## src/rtl/dl_wrbuf_pkg.sv

```systemverilog
// Shared types and default sizing for the download write buffer.
// The optional overflow flag is enabled by defining DL_WRBUF_OVF_EN.
package dl_wrbuf_pkg;

  localparam int DEFAULT_DEPTH = 8;
  localparam int DEFAULT_AW    = 25;
  localparam int DEFAULT_DW    = 8;

  typedef enum logic [0:0] {
    IDLE = 1'b0,
    REQ  = 1'b1
  } state_e;

endpackage

```

## src/rtl/dl_wrbuf_fifo.sv

```systemverilog
// Synchronous FIFO backing the download write buffer; head is presented combinationally.
// A push into a full FIFO is accepted only when a pop happens in the same cycle.
module dl_fifo #(
  parameter  int DEPTH = 8,
  parameter  int W     = 33,
  localparam int PW    = $clog2(DEPTH),
  localparam int LW    = PW + 1
) (
  input  logic          clk,
  input  logic          reset_n,
  input  logic          push,
  input  logic          pop,
  input  logic [W-1:0]  wdata,
  output logic [W-1:0]  rdata,
  output logic [LW-1:0] level
);

  localparam logic [LW-1:0] FULL_LVL = LW'(DEPTH);

  logic [W-1:0]  mem [DEPTH];
  logic [PW-1:0] wr_ptr;
  logic [PW-1:0] rd_ptr;
  logic          do_push;
  logic          do_pop;

  assign do_pop  = pop && (level != '0);
  assign do_push = push && ((level != FULL_LVL) || do_pop);
  assign rdata   = mem[rd_ptr];

  // Pointers wrap naturally because DEPTH is a power of two.
  always_ff @(posedge clk or negedge reset_n) begin
    if (!reset_n) begin
      wr_ptr <= '0;
      rd_ptr <= '0;
      level  <= '0;
    end else begin
      if (do_push) wr_ptr <= wr_ptr + 1'b1;
      if (do_pop)  rd_ptr <= rd_ptr + 1'b1;
      if (do_push && !do_pop)      level <= level + 1'b1;
      else if (do_pop && !do_push) level <= level - 1'b1;
    end
  end

  always_ff @(posedge clk) begin
    if (do_push) mem[wr_ptr] <= wdata;
  end

endmodule

```

## src/rtl/dl_wrbuf.sv

```systemverilog
// Download write buffer: queues download writes and replays them as memory requests.
// Define DL_WRBUF_OVF_EN to add the sticky ovf output for dropped writes.
module dl_wrbuf
  import dl_wrbuf_pkg::*;
#(
  parameter  int DEPTH = DEFAULT_DEPTH,
  parameter  int AW    = DEFAULT_AW,
  parameter  int DW    = DEFAULT_DW,
  localparam int LW    = $clog2(DEPTH) + 1
) (
  input  logic          clk,
  input  logic          reset_n,
  input  logic          dl_wr,
  input  logic [AW-1:0] dl_a,
  input  logic [DW-1:0] dl_d,
  input  logic          downloading,
  input  logic          cpu_busy,
  output logic          mem_req,
  output logic [AW-1:0] mem_a,
  output logic [DW-1:0] mem_d,
  input  logic          mem_ack,
  output logic [LW-1:0] level,
  output logic          busy
`ifdef DL_WRBUF_OVF_EN
  ,
  output logic          ovf
`endif
);

  state_e             state;
  logic               pop;
  logic [AW+DW-1:0]   head;

  assign pop = (state == REQ) && mem_ack;

  dl_fifo #(
    .DEPTH (DEPTH),
    .W     (AW + DW)
  ) u_fifo (
    .clk     (clk),
    .reset_n (reset_n),
    .push    (dl_wr),
    .pop     (pop),
    .wdata   ({dl_a, dl_d}),
    .rdata   (head),
    .level   (level)
  );

  // The request registers are loaded once on entry to REQ and then frozen until ack,
  // so cpu_busy can block a new request but never withdraw one in flight.
  always_ff @(posedge clk or negedge reset_n) begin
    if (!reset_n) begin
      state   <= IDLE;
      mem_req <= 1'b0;
      mem_a   <= '0;
      mem_d   <= '0;
    end else begin
      case (state)
        IDLE: begin
          if ((level != '0) && !cpu_busy) begin
            state          <= REQ;
            mem_req        <= 1'b1;
            {mem_a, mem_d} <= head;
          end
        end
        REQ: begin
          if (mem_ack) begin
            state   <= IDLE;
            mem_req <= 1'b0;
          end
        end
        default: begin
          state   <= IDLE;
          mem_req <= 1'b0;
        end
      endcase
    end
  end

  assign busy = downloading || (level != '0) || mem_req;

`ifdef DL_WRBUF_OVF_EN
  localparam logic [LW-1:0] FULL_LVL = LW'(DEPTH);

  logic downloading_q;
  logic drop;

  assign drop = dl_wr && (level == FULL_LVL) && !pop;

  // A new download session clears the flag, taking priority over a same-cycle drop.
  always_ff @(posedge clk or negedge reset_n) begin
    if (!reset_n) begin
      downloading_q <= 1'b0;
      ovf           <= 1'b0;
    end else begin
      downloading_q <= downloading;
      if (downloading && !downloading_q) ovf <= 1'b0;
      else if (drop)                     ovf <= 1'b1;
    end
  end
`endif

endmodule

```

## config.mk

```make
export PLATFORM = sky130hd
export DESIGN_NAME = dl_wrbuf
export DESIGN_NICKNAME = d
export VERILOG_FILES = /design/src/rtl/dl_wrbuf_pkg.sv /design/src/rtl/dl_wrbuf_fifo.sv /design/src/rtl/dl_wrbuf.sv
export SDC_FILE = /design/constraint.sdc
export NUM_CORES = 1
export LEC_CHECK = 0
export CORE_ASPECT_RATIO = 1.4
export CORE_UTILIZATION = 59
export CTS_CLUSTER_SIZE = 14
export DETAILED_ROUTE_END_ITERATION = 10
export GPL_ROUTABILITY_DRIVEN = 1
export GPL_TIMING_DRIVEN = 0
export PLACE_DENSITY = 0.76
export SLEW_MARGIN = 40
export SYNTH_ARGS = -nofsm -noshare
export SYNTH_HDL_FRONTEND = slang
export SYNTH_HIERARCHICAL = 1
export SYNTH_SLANG_ARGS = --single-unit
```

## constraint.sdc

```tcl
create_clock -name clk -period 6.5 [get_ports clk]
set_input_delay 0.65 -clock clk [delete_from_list [all_inputs] [get_ports clk]]
set_output_delay 0.65 -clock clk [all_outputs]
set_load 0.05 [all_outputs]
```

* Word-level counts from Yosys, hierarchy flattened
Memory sizes are Yosys's and may differ from the RTL's. A register that Yosys moved wholly into a read port is not among the register bits.
Cells that the tools add are included.
** Word-level totals
- Register bits after elaboration :: 12
- Latch bits :: 0
- Memory bits (writable) :: 264
- Memory bits (read-only) :: 0
- Input bits :: 39
- Word-level logic and storage cells :: 41
- Memories :: 1
** Memory list
- u_fifo.mem :: words 8, width 33, rd ports 1, clocked after memory_dff 1, write ports 1, RTL line dl_wrbuf_fifo.sv:20 : logic [W-1:0] mem [DEPTH];
** Cells by class
- Add/sub/neg operators :: 4
- $mul :: 0
- Divide/modulo/power cells :: 0
- Order comparisons :: 0
- Equality and inequality tests :: 3
- Shift-type cells :: 0
- Muxes and demuxes :: 10
- Bitwise gates (word level) :: 1
- Reduce and logical (&&, ||, !) cells :: 17
** Operator list (count)
- 4-bit two-way mux :: 2
- 3-bit by 1-bit adder with 3-bit output (second input constant) :: 2
- 1-bit logical AND :: 6
- 1-bit two-way mux :: 6
- 4-bit by 1-bit adder with 4-bit output (second input constant) :: 1
- 1-bit logical NOT :: 4
- 2-bit != test (second input constant) :: 2
- 4-bit != test (second input constant) :: 1
- 1-bit one-hot mux with 2 select lines :: 2
- 2-bit AND reduction :: 2
- 4-bit nonzero test :: 1
- 4-bit by 1-bit subtractor with 4-bit output (second input constant) :: 1
- 1-bit logical OR :: 3
- 2-bit nonzero test :: 1
- 1-bit inverter :: 1

* Depth between registers and ports, before layout
- Word-level depth :: 8
- Depth in mapped cells :: 10
- Mapped depth without buffers :: 10

* Hierarchy
Netlist, hierarchy kept.
** Modules (own cells, without submodules)
- dl_fifo :: times used 1, cells an instance 444, area each 10666.5 µm², seq. area each 8177.8 µm²
- dl_wrbuf :: times used 1, cells an instance 81, area each 1468.9 µm², seq. area each 875.8 µm²

* Least setup slack after synthesis
Ideal clock, no wire load.
- Kind :: register -> register
- Start :: register u_fifo.level[0]
- End :: memory u_fifo.mem[0][0] (enable)
- Data arrival time :: 4458 ps
- Slack :: 1537 ps
- Stages on the path, launching flop included :: 5
- Clock period less this slack :: 4963 ps
- Cell sequence :: dfrtp_1 > or3_1 > clkbuf_1 > o21ai_4 > nor4_1
** Between the ends
- Word-level cells in the longest chain between the ends :: 6
- Elaborated cells between the ends (all ways) :: 7
- Classes of those cells :: eq/ne (1); mux (2); reduce/logical (4)
** RTL lines
- start: declaration :: RTL line dl_wrbuf_fifo.sv:15 : output logic [LW-1:0] level
- start signal: assignment :: RTL line dl_wrbuf_fifo.sv:39 : if (do_push && !do_pop) level <= level + 1'b1;
- start signal: assignment :: RTL line dl_wrbuf_fifo.sv:40 : else if (do_pop && !do_push) level <= level - 1'b1;
- 4-bit nonzero test :: RTL line dl_wrbuf_fifo.sv:26 : assign do_pop = pop && (level != '0);
- 1-bit logical AND :: RTL line dl_wrbuf_fifo.sv:26
- 1-bit logical OR * :: RTL line dl_wrbuf_fifo.sv:27 : assign do_push = push && ((level != FULL_LVL) || do_pop);
- 1-bit logical AND * :: RTL line dl_wrbuf_fifo.sv:27
- 1-bit two-way mux * :: RTL line dl_wrbuf_fifo.sv:45 : if (do_push) mem[wr_ptr] <= wdata;
- 1-bit two-way mux (not written as such) * :: RTL line dl_wrbuf_fifo.sv:45
- end: declaration :: RTL line dl_wrbuf_fifo.sv:20
Mark *: on every way between the ends. The rest lies on a longest branch, timed or not.

* Final worst setup path
- Start :: register u_fifo.level[0]
- End :: register u_fifo.level[3]
** Between the ends
- Word-level cells in the longest chain between the ends :: 7
- Elaborated cells between the ends (all ways) :: 14
- Classes of those cells :: add/sub (2); eq/ne (1); mux (2); reduce/logical (9)
** RTL lines
- 4-bit nonzero test :: RTL line dl_wrbuf_fifo.sv:26
- 1-bit logical AND :: RTL line dl_wrbuf_fifo.sv:26
- 1-bit logical OR * :: RTL line dl_wrbuf_fifo.sv:27
- 1-bit logical AND * :: RTL line dl_wrbuf_fifo.sv:27
- named net u_fifo.do_push :: RTL line dl_wrbuf_fifo.sv:23 : logic do_push;
- 1-bit logical NOT :: RTL line dl_wrbuf_fifo.sv:40
- 1-bit logical AND :: RTL line dl_wrbuf_fifo.sv:40
- 2-bit nonzero test (no line)
Mark *: on every way through the listed nets, which the timed path passes. The rest lies on a longest branch. The select of a mux whose other input is x is not followed.
A chain may end at the register's enable or synchronous reset.

==> flow_summary.ini <==
[yosys]
post_synth_inst_count = 525
synth_sequential_area_ratio_pct = 74.6
synth_nets = 570
synth_top_area_cell = sky130_fd_sc_hd__edfxtp_1
syn-mean-instance-area_um2 = 23.1
postSynthRegisterBits = 309
yosysUniqueCellTypes = 34
synth_largest_type_area_fraction_pct = 65.3
synth.cell_area_um2 = 12100
synthTopCellsByArea = sky130_fd_sc_hd__edfxtp_1 (65%), sky130_fd_sc_hd__mux4_2 (12%), sky130_fd_sc_hd__dfrtp_1 (9.3%), sky130_fd_sc_hd__mux2_4 (6.3%), sky130_fd_sc_hd__mux2_2 (1.6%)
synth.yosys.warnings = 6

[worst_setup_path]
endpoint_kind = register
critPathLaunch = u_fifo/level[0]$_DFFE_PN0P_
cp_data_required_time_ps = 6920
worstPathMaxFanout = 7
critical_path_arrival_ps = 3730
critical_path.reg2reg.endpoint = u_fifo/level[3]$_DFFE_PN0P_
worst_setup_path_start_kind = register
r2r_slack_ps = 3190
critical_path.reg2reg.startpoint = u_fifo/level[0]$_DFFE_PN0P_
critPathKind = register to register
worst_r2r_path_depth = 10

[cts]
clkSlewWorstSetupHoldPaths_ps = 70
cts.sinks = 309
clock_tree.root_cell = sky130_fd_sc_hd__clkbuf_16
htreeDepth = 1
cts_buffers = 28
cts_tree = built
cts.path.max_buffers = 3
worst_skew_pair.late_latency_ps = 540

[grt]
gr-total-overflow = 0
maximum_number_of_pins_on_one_net_before_global_route_repair = 31
grt_antenna_before_repair = 1
grtUsageTotal_pct = 24.7
wire_length_of_the_first_global_routing_pass_mm = 37.2
first_global_vias = 6200

[place]
gp_congestion = 0.725
io_buffer_count = 77
detailed_place.area_um2 = 13700
hpwl_mm = 16.2

[timing]
clock-skew-final_ps = 14.1
worst_pin_slew_ps = 825
finalSetupViolCount = 0
slew_headroom_pct = 44.8
timing_hold_violations_final = 0
rsz0062_at_grt = no
final.min_clock_period_ps = 3310
final_cycle_utilization_of_the_critical_path_pct = 50.9
slew_violations = 0
maxClockFrequency_mhz = 302

[die]
die_h_um = 172
core_region_area_um2 = 20000
initial_utilization_pct = 60.7
num_rows = 61
design.die.area_um2 = 21200
floorplan.io_pins = 78
horiz_die_dim_um = 123

[power_and_ir_drop]
p_comb_share_pct = 38.3
vdd_drop_max_mv = 0.300
clock_power_share_pct = 23.3
psw_uw = 2270
static_leakage_uw = 0.00515
internal-power_uw = 4890
power.density_nw_per_um2 = 490
share_of_power_burned_in_registers_pct = 38.4
p_sw_share_pct = 31.8
total_power_uw = 7160

[routing]
routed_wirelength_mm = 24.6
ant_nets = 0
drt_iter0_drc = 583
wire_per_inst_um = 25.9
drc = 0
vias = 5812
firstDrtPassIters = 4
vias_per_cell = 6.12

[layout]
area_delta_synth_final_pct = 20.6
area_used_by_multi_input_combinational_logic_um2 = 2890
share_of_post_route_cells_with_drive_strength_above_1_pct = 34.8
post-route-util_pct = 73.2
fin_nets = 721
final_area_um2 = 14600
ff_latch_area_um2 = 9050
num-fill-cells = 1160
num_antenna_cells = 0

[worst_hold_path]
hold_path.startpoint = mem_a[11]$_DFFE_PN0P_
min-delay-path-class = register to register
hold-path-cell-count = 1
min_to = mem_a[11]$_DFFE_PN0P_

[status]
outcome = finished, final reports clean

[job]
drv.max_cap_violation_count = 0
[registers in the layout, summed over array words and instances, names as in the netlist]
signal         cells
mem_a             25
mem_d              8
mem_req            1
state              1
u_fifo/level       4
u_fifo/mem       264
u_fifo/rd_ptr      3
u_fifo/wr_ptr      3
[synthesized netlist by cell type, drive strengths merged]
| cell type | number |
|---|---|
| edfxtp | 264 |
| mux2 | 69 |
| mux4 | 66 |
| dfrtp | 45 |
| buf | 19 |
| clkbuf | 6 |
| xnor2 | 6 |
| ha | 5 |
| nor3 | 5 |
| o211ai | 5 |
| o21ai | 5 |
| inv | 4 |
| nand2 | 4 |
| nor2 | 4 |
| nand2b | 3 |
| or3 | 3 |
| a21oi | 2 |
| nand3 | 2 |
| nor4 | 2 |
| a2111o | 1 |
| and2 | 1 |
| fa | 1 |
| mux2i | 1 |
| nand3b | 1 |
| or4 | 1 |
[routing by layer]
metal / vias up / share of wire, % / GRT usage (%)
li1: 2472 / - / -
met1: 3071 / 39 / 32.8
met2: 208 / 53 / 42.5
met3: 59 / 5.3 / 3.32
met4: 2 / 2.7 / 8.01
met5: - / 0.069 / 0
[power groups by stage]
| stage | combinational [uW] | sequential, uW | clock, uW |
|---|---|---|---|
| final | 2750 | 2750 | 1670 |
| after global routing | 2880 | 2780 | 1770 |
| after CTS | 2770 | 2750 | 1700 |
| after detailed placement | 2740 | 2780 | 0 |
| after global placement | 2560 | 2780 | 0 |
| after floorplan | 1510 | 3170 | 0 |
[cell usage in the layout (no fill, tap or decap), drive strengths merged, types with 2 or more instances in the layout]
| cell | count |
|---|---|
| clkbuf | 48 |
| or3 | 3 |
| ha | 5 |
| bufinv | 4 |
| clkdlybuf4s50 | 76 |
| nor4 | 2 |
| inv | 4 |
| nand2 | 4 |
| dfrtp | 45 |
| edfxtp | 264 |
| nor2 | 4 |
| nand2b | 3 |
| a21oi | 2 |
| clkinv | 6 |
| nand3 | 2 |
| o21ai | 5 |
| nor3 | 5 |
| o211ai | 5 |
| xnor2 | 6 |
| mux4 | 66 |
| mux2 | 69 |
| buf | 63 |
[timing repair]
item                                   4_1_cts  5_1_grt
resized for setup                            0        0
endpoints found under the hold margin        3        0
setup buffers                                0        0
hold buffers                                 1        0
[critical path: stages, from the launching register on]
cell	delay, ps
sky130_fd_sc_hd__dfrtp_1	480
sky130_fd_sc_hd__or3_1	420
sky130_fd_sc_hd__clkbuf_1	230
sky130_fd_sc_hd__o21ai_4	370
sky130_fd_sc_hd__inv_1	90
sky130_fd_sc_hd__ha_1	270
sky130_fd_sc_hd__inv_1	160
sky130_fd_sc_hd__ha_1	310
sky130_fd_sc_hd__or4_1	590
sky130_fd_sc_hd__o211ai_1	150
sky130_fd_sc_hd__o211ai_1	110
[kinds of logic after synthesis]
group	share of synthesized area (%)
multiplexers	20.3
buffers and inverters	1.98
adder cells (fa/ha/maj)	0.680
XOR/XNOR	0.433
AO/OA/AOI/OAI	0.815
AND/OR/NAND/NOR	1.18
flip-flops	74.6
[through the flow]
step / hold slack [ps] / setup TNS, ps / std cells / setup slack [ps]
finish: 511 / 0 / 950 / 3190
global route: 533 / 0 / 950 / 3090
CTS: 511 / 0 / 950 / 3270
detailed placement: 496 / 0 / 897 / 2910
global placement: 492 / -106480 / 854 / -1940
floorplan: 354 / 0 / 525 / 1540
[cell type report]
cell class | instances | share of cell area (%)
repair buffers | 121 | 8.19
clock buffers | 42 | 5.36
multi-input cells | 187 | 19.8
clock inverters | 10 | 1.00
flip-flops and latches | 309 | 61.9
inverters | 4 | 0.103
well taps | 252 | 2.15
plain buffers | 25 | 1.56
[worst max-delay path by stage]
stage / endpoint / slack (ps) / depth (start not counted)
global route: u_fifo/level[3]$_DFFE_PN0P_ / 3090 / 10
global placement: u_fifo/mem[0][17]$_DFFE_PP_ / -1940 / 5
floorplan: u_fifo/mem[0][0]$_DFFE_PP_ / 1540 / 4
CTS: u_fifo/level[3]$_DFFE_PN0P_ / 3270 / 10
detailed placement: u_fifo/level[3]$_DFFE_PN0P_ / 2910 / 11
finish: u_fifo/level[3]$_DFFE_PN0P_ / 3190 / 10
Power figures use the tool's default switching activity.
